===== src/rtl/tdc_ctrl_if.sv =====
// Bundles the tdc_ctrl request/launch/capture/result signals.
// The bench drives the master side and the controller takes the slave side.
interface tdc_ctrl_if #(
   parameter int N = 64
);
   localparam int RW = $clog2(N + 1);

   logic          start;
   logic          busy;
   logic          launch;
   logic [N-1:0]  dl_out;
   logic [RW-1:0] result;
   logic          overflow;
   logic          valid;
   logic          ready;
   logic [15:0]   meas_cnt;

   modport master (
      output start, dl_out, ready,
      input  busy, launch, result, overflow, valid, meas_cnt
   );

   modport slave (
      input  start, dl_out, ready,
      output busy, launch, result, overflow, valid, meas_cnt
   );
endinterface


===== src/rtl/tdc_ctrl.sv =====
// Time-to-digital converter controller: fires the delay line, synchronizes the
// tap snapshot, thermometer-decodes it by popcount and hands it to a consumer.
//
// state  | meaning
// IDLE   | waiting for start; launch low
// LAUNCH | launch high for one cycle; tap snapshot enters sync stage 0
// SYNC   | snapshot shifted through the remaining synchronizer stages
// ENCODE | popcount of final stage loaded into result/overflow; valid set
// HOLD   | valid high until ready; launch still high
// DRAIN  | launch low for DRAIN_CYC cycles so the delay line settles
module tdc_ctrl #(
   parameter int N           = 64,
   parameter int SYNC_STAGES = 2,
   parameter int DRAIN_CYC   = 4
) (
   input  logic        clk,
   input  logic        rst_n,
   tdc_ctrl_if.slave   bus
);
   localparam int RW   = $clog2(N + 1);
   localparam int SC_W = (SYNC_STAGES > 2) ? $clog2(SYNC_STAGES - 1) : 1;
   localparam int DC_W = (DRAIN_CYC > 1) ? $clog2(DRAIN_CYC) : 1;
   localparam logic [SC_W-1:0] SYNC_LOAD  = SC_W'((SYNC_STAGES >= 2) ? SYNC_STAGES - 2 : 0);
   localparam logic [DC_W-1:0] DRAIN_LOAD = DC_W'(DRAIN_CYC - 1);

   typedef enum logic [2:0] {
      IDLE   = 3'd0,
      LAUNCH = 3'd1,
      SYNC   = 3'd2,
      ENCODE = 3'd3,
      HOLD   = 3'd4,
      DRAIN  = 3'd5
   } state_t;

   state_t          state_q;
   logic            launch_q;
   logic            valid_q;
   logic            overflow_q;
   logic [RW-1:0]   result_q;
   logic [15:0]     meas_cnt_q;
   logic [SC_W-1:0] sync_cnt_q;
   logic [DC_W-1:0] drain_cnt_q;
   logic [N-1:0]    sync_q [SYNC_STAGES];
   logic [RW-1:0]   pop_d;

   // Counting set taps rather than locating the first zero tolerates bubbles.
   function automatic logic [RW-1:0] popcount(input logic [N-1:0] v);
      logic [RW-1:0] c;
      c = '0;
      for (int i = 0; i < N; i++) begin
         c = c + RW'(v[i]);
      end
      return c;
   endfunction

   assign pop_d = popcount(sync_q[SYNC_STAGES-1]);

   // Stage 0 samples every cycle; later stages only advance while in SYNC.
   always_ff @(posedge clk or negedge rst_n) begin
      if (!rst_n) begin
         for (int i = 0; i < SYNC_STAGES; i++) begin
            sync_q[i] <= '0;
         end
      end else begin
         sync_q[0] <= bus.dl_out;
         if (state_q == SYNC) begin
            for (int i = 1; i < SYNC_STAGES; i++) begin
               sync_q[i] <= sync_q[i-1];
            end
         end
      end
   end

   always_ff @(posedge clk or negedge rst_n) begin
      if (!rst_n) begin
         state_q     <= IDLE;
         launch_q    <= 1'b0;
         valid_q     <= 1'b0;
         overflow_q  <= 1'b0;
         result_q    <= '0;
         meas_cnt_q  <= '0;
         sync_cnt_q  <= '0;
         drain_cnt_q <= '0;
      end else begin
         case (state_q)
            IDLE: begin
               if (bus.start) begin
                  state_q  <= LAUNCH;
                  launch_q <= 1'b1;
               end
            end
            LAUNCH: begin
               if (SYNC_STAGES == 1) begin
                  state_q <= ENCODE;
               end else begin
                  state_q    <= SYNC;
                  sync_cnt_q <= SYNC_LOAD;
               end
            end
            SYNC: begin
               if (sync_cnt_q == '0) begin
                  state_q <= ENCODE;
               end else begin
                  sync_cnt_q <= sync_cnt_q - 1'b1;
               end
            end
            ENCODE: begin
               result_q   <= pop_d;
               overflow_q <= (pop_d == RW'(N));
               valid_q    <= 1'b1;
               state_q    <= HOLD;
            end
            HOLD: begin
               if (bus.ready) begin
                  valid_q     <= 1'b0;
                  launch_q    <= 1'b0;
                  meas_cnt_q  <= meas_cnt_q + 16'd1;
                  drain_cnt_q <= DRAIN_LOAD;
                  state_q     <= DRAIN;
               end
            end
            DRAIN: begin
               if (drain_cnt_q == '0) begin
                  state_q <= IDLE;
               end else begin
                  drain_cnt_q <= drain_cnt_q - 1'b1;
               end
            end
            default: begin
               state_q  <= IDLE;
               launch_q <= 1'b0;
               valid_q  <= 1'b0;
            end
         endcase
      end
   end

   assign bus.busy     = (state_q != IDLE);
   assign bus.launch   = launch_q;
   assign bus.valid    = valid_q;
   assign bus.result   = result_q;
   assign bus.overflow = overflow_q;
   assign bus.meas_cnt = meas_cnt_q;
endmodule

===== src/flat_wrapper.sv =====
// flat-port wrapper written by rule: the top's interface ports become plain ports
module tdc_ctrl_flat 
#(
   parameter int N           = 64,
   parameter int SYNC_STAGES = 2,
   parameter int DRAIN_CYC   = 4
)
  (clk, rst_n, bus_start, bus_dl_out, bus_ready, bus_busy, bus_launch, bus_result, bus_overflow, bus_valid, bus_meas_cnt);
  tdc_ctrl_if #(.N(N)) bus_i ();
  input  logic clk;
  input  logic rst_n;
  input wire logic [$bits(bus_i.start)-1:0] bus_start;
  input wire logic [$bits(bus_i.dl_out)-1:0] bus_dl_out;
  input wire logic [$bits(bus_i.ready)-1:0] bus_ready;
  output wire logic [$bits(bus_i.busy)-1:0] bus_busy;
  output wire logic [$bits(bus_i.launch)-1:0] bus_launch;
  output wire logic [$bits(bus_i.result)-1:0] bus_result;
  output wire logic [$bits(bus_i.overflow)-1:0] bus_overflow;
  output wire logic [$bits(bus_i.valid)-1:0] bus_valid;
  output wire logic [$bits(bus_i.meas_cnt)-1:0] bus_meas_cnt;
  assign bus_i.start = bus_start;
  assign bus_i.dl_out = bus_dl_out;
  assign bus_i.ready = bus_ready;
  assign bus_busy = bus_i.busy;
  assign bus_launch = bus_i.launch;
  assign bus_result = bus_i.result;
  assign bus_overflow = bus_i.overflow;
  assign bus_valid = bus_i.valid;
  assign bus_meas_cnt = bus_i.meas_cnt;
  tdc_ctrl #(.N(N), .SYNC_STAGES(SYNC_STAGES), .DRAIN_CYC(DRAIN_CYC)) u_core (.clk(clk), .rst_n(rst_n), .bus(bus_i));
endmodule

===== config.mk =====
export PLATFORM = sky130hd
export DESIGN_NAME = tdc_ctrl_flat
export DESIGN_NICKNAME = d
export VERILOG_FILES = /design/src/rtl/tdc_ctrl_if.sv /design/src/rtl/tdc_ctrl.sv /design/src/flat_wrapper.sv
export SDC_FILE = /design/constraint.sdc
export NUM_CORES = 1
export LEC_CHECK = 0
export CAP_MARGIN = 40
export CELL_PAD_IN_SITES_DETAIL_PLACEMENT = 1
export CELL_PAD_IN_SITES_GLOBAL_PLACEMENT = 2
export CORE_MARGIN = 10
export CORE_UTILIZATION = 34
export DETAILED_ROUTE_END_ITERATION = 7
export PLACE_DENSITY = 0.72
export SETUP_SLACK_MARGIN = 0.05
export SYNTH_ARGS = -nofsm -noshare
export SYNTH_HDL_FRONTEND = slang
export SYNTH_SLANG_ARGS = --single-unit

===== constraint.sdc =====
create_clock -name clk -period 6.3 [get_ports clk]
set_input_delay 1.26 -clock clk [delete_from_list [all_inputs] [get_ports clk]]
set_output_delay 1.26 -clock clk [all_outputs]
set_load 0.02 [all_outputs]

==> flow_summary.json <==
{
  "setup_viol": 0,
  "reg2reg_depth": 19,
  "cts_buffers": 17,
  "gp_congestion": 0.743,
  "worstPathArrival_ps": 6600,
  "grt-ovfl-total": 0,
  "core_area_mm2": 0.0203,
  "vias_per_cell": 4.41,
  "antenna_found_initial": 0,
  "wl_um": 14900,
  "critPathMaxFanout": 2,
  "r2r_end": "u_core.bus.overflow",
  "path_delay_family": "adder cells",
  "dp_hpwl_um": 11200,
  "dieArea_mm2": 0.0268,
  "drtIter0Drc": 120,
  "cts_hold_buffers": 0,
  "async_reset_ff_share_pct": 100,
  "slew-limit-headroom_pct": 45.1,
  "cts_buffer_depth": 2,
  "fmax_mhz": 159,
  "r2r_slack_ps": 4,
  "critical_path_class": "flip-flop to flip-flop",
  "ant_nets": 0,
  "grt_pass1_wl_um": 24800,
  "tightest_slew_ps": 824,
  "ys_warn_count": 0,
  "chipWidth_um": 164,
  "clkSinkCount": 159,
  "crit_start": "u_core.sync_q[0]",
  "drv_cap": 0,
  "synthCells": 552,
  "grt_pass1_vias": 4861,
  "worst_ep_required_time_ps": 6600,
  "r2r_start": "u_core.sync_q[0]",
  "ys_seq_area_share_pct": 56.6,
  "htreeDepth": 4,
  "wl_per_cell_um": 15.8,
  "start_util_pct": 34.6,
  "finalNetCount": 800,
  "cp_common_cell": "fa_1",
  "grt_max_degree": 95,
  "hold_path_class": "flip-flop to flip-flop",
  "rsz0062_at_grt": "yes",
  "num_vias": 4155,
  "fin_crit_ps": 6300,
  "synth_edf_count": 0,
  "end_kind": "flip-flop",
  "fp.dieH_um": 164,
  "final_cell_mix": "dfrtp_1 (159), inv_1 (101), clkdlybuf4s50_1 (93), fa_1 (52), nand2_1 (51)",
  "worst_slack_ps": 4.34,
  "final_common_cell": "dfrtp_1",
  "clock_latency_ps": 430,
  "post-route-drc-count": 0,
  "finalHoldViolCount": 0,
  "cp.depth": 19,
  "root_buffer": "clkbuf_16",
  "area_growth_pct": 28.0,
  "worstPathCellList": "ha_1, inv_1, fa_1, fa_1, fa_1, fa_1, fa_1, fa_1, fa_1, fa_1, inv_2, fa_2, inv_2, fa_2, nand2b_4, a21oi_4, a21oi_2, o21ba_4, o41ai_2",
  "antenna_cells": 0,
  "synthFlopType": "dfrtp_1",
  "grt_usage_pct": 11.8,
  "syn-num-nets": 692,
  "pin_count": 95,
  "synth-seq-cells": 159,
  "slowest_delay_ps": 530,
  "drive_gt1_share_pct": 13.2,
  "crit_end": "u_core.bus.overflow",
  "path_buf_inv": 3,
  "fill_cells": 2159,
  "post-place-ws_ps": -279,
  "clkTransAtPathRegs_ps": 70,
  "syn_area_mm2": 0.00703,
  "post-route-period-util_pct": 99.9,
  "syn_area_per_cell_um2": 12.7,
  "ys_types": 32,
  "fin_skew_ps": 10.7,
  "drv_slew": 0,
  "io_buffers": 94,
  "cts_tree": "built",
  "crit_slowest_cell": "fa_1",
  "status": "finished clean",
  "startpoint_type": "flip-flop",
  "dr.pass1.iters": 4,
  "row_count": 52
}
==> layout make-up <==
cell class	instances	area (um2)	share of cell area, %
inverters	105	394	4.38
repair buffers	103	1040	11.6
clock inverters	12	124	1.38
multi-input cells	274	2660	29.6
clock buffers	20	457	5.08
well taps	270	338	3.76
flip-flops and latches	159	3980	44.2
==> what timing repair did <==
item,CTS,global route
gates resized for setup,10,9
setup buffers,4,1
setup endpoints to repair,3,4
pin swaps,13,9
==> worst register-to-register path: cells and delay by family, from the launching register on <==
kind / cells / cell delay, ps
buf+inv: 3 / 180
flops: 1 / 390
simple gates: 1 / 160
compound gates: 4 / 810
fa+ha+maj: 11 / 4630
==> flip-flops by register name, summed over array words and instances, names as in the netlist <==
register,count
u_core.state_q,3
u_core.bus.launch,1
u_core.bus.meas_cnt,16
u_core.bus.overflow,1
u_core.drain_cnt_q,2
u_core.sync_q,128
u_core.bus.valid,1
u_core.bus.result,7
==> through the flow <==
step	std cells	setup TNS (ps)	utilization (%)	instance area, um2	hold WS [ps]
5_1_grt	943	-394	44.3	8990	480
6_report	943	0	44.3	8990	458
3_3_place_gp	905	0	40.7	8270	443
3_5_place_dp	906	-282	40.8	8290	444
2_1_floorplan	552	0	-	7030	426
4_1_cts	942	-5.20	44.0	8940	463
==> cells in the mapped netlist (2+ instances only) <==
| master | count | share of area (%) |
|---|---|---|
| a21oi_1 | 9 | 0.64 |
| and3_1 | 4 | 0.36 |
| buf_2 | 4 | 0.28 |
| buf_4 | 3 | 0.32 |
| clkbuf_1 | 6 | 0.32 |
| dfrtp_1 | 159 | 57 |
| fa_1 | 54 | 15 |
| ha_1 | 18 | 3.2 |
| inv_1 | 105 | 5.6 |
| mux2_2 | 31 | 5.0 |
| nand2_1 | 51 | 2.7 |
| nand2b_1 | 4 | 0.36 |
| nand3_1 | 5 | 0.36 |
| nand4_1 | 4 | 0.36 |
| nor2_1 | 13 | 0.69 |
| nor2b_1 | 2 | 0.18 |
| nor3_1 | 2 | 0.14 |
| o21ai_0 | 45 | 3.2 |
| o32ai_1 | 2 | 0.25 |
| xnor2_1 | 15 | 1.9 |
| xor2_1 | 5 | 0.62 |
==> layer usage <==
metal	global-route usage (%)	share of wire [%]	vias up
met2	19.6	51	90
met5	0	0	-
met3	3.38	4.9	17
li1	-	-	1921
met4	4.96	1.7	0
met1	14.0	43	2127
==> worst min-delay path by stage <==
stage / from / endpoint / slack, ps / cells after the start
2_1_floorplan: u_core.sync_q[74] / u_core.sync_q[10] / 430 / 2
3_3_place_gp: u_core.sync_q[127] / u_core.sync_q[63] / 440 / 2
3_5_place_dp: u_core.sync_q[92] / u_core.sync_q[28] / 440 / 2
4_1_cts: u_core.sync_q[68] / u_core.sync_q[4] / 460 / 2
5_1_grt: u_core.sync_q[68] / u_core.sync_q[4] / 480 / 2
6_report: u_core.sync_q[117] / u_core.sync_q[53] / 460 / 2
==> cells by family (layout without fill, tap and decap cells) <==
| kind of cell | count (synthesis) | count (layout) | share of synthesized area (%) |
|---|---|---|---|
| buffers and inverters | 119 | 240 | 6.60 |
| adder cells (fa/ha/maj) | 72 | 72 | 18.6 |
| flip-flops | 159 | 159 | 56.6 |
| multiplexers | 31 | 31 | 4.97 |
| XOR/XNOR | 20 | 20 | 2.49 |
| AND/OR/NAND/NOR | 91 | 91 | 6.16 |
| AO/OA/AOI/OAI | 60 | 60 | 4.58 |
Power is not shown: default switching activity piles up to over one toggle a cycle in this logic, so the estimate is an artifact.
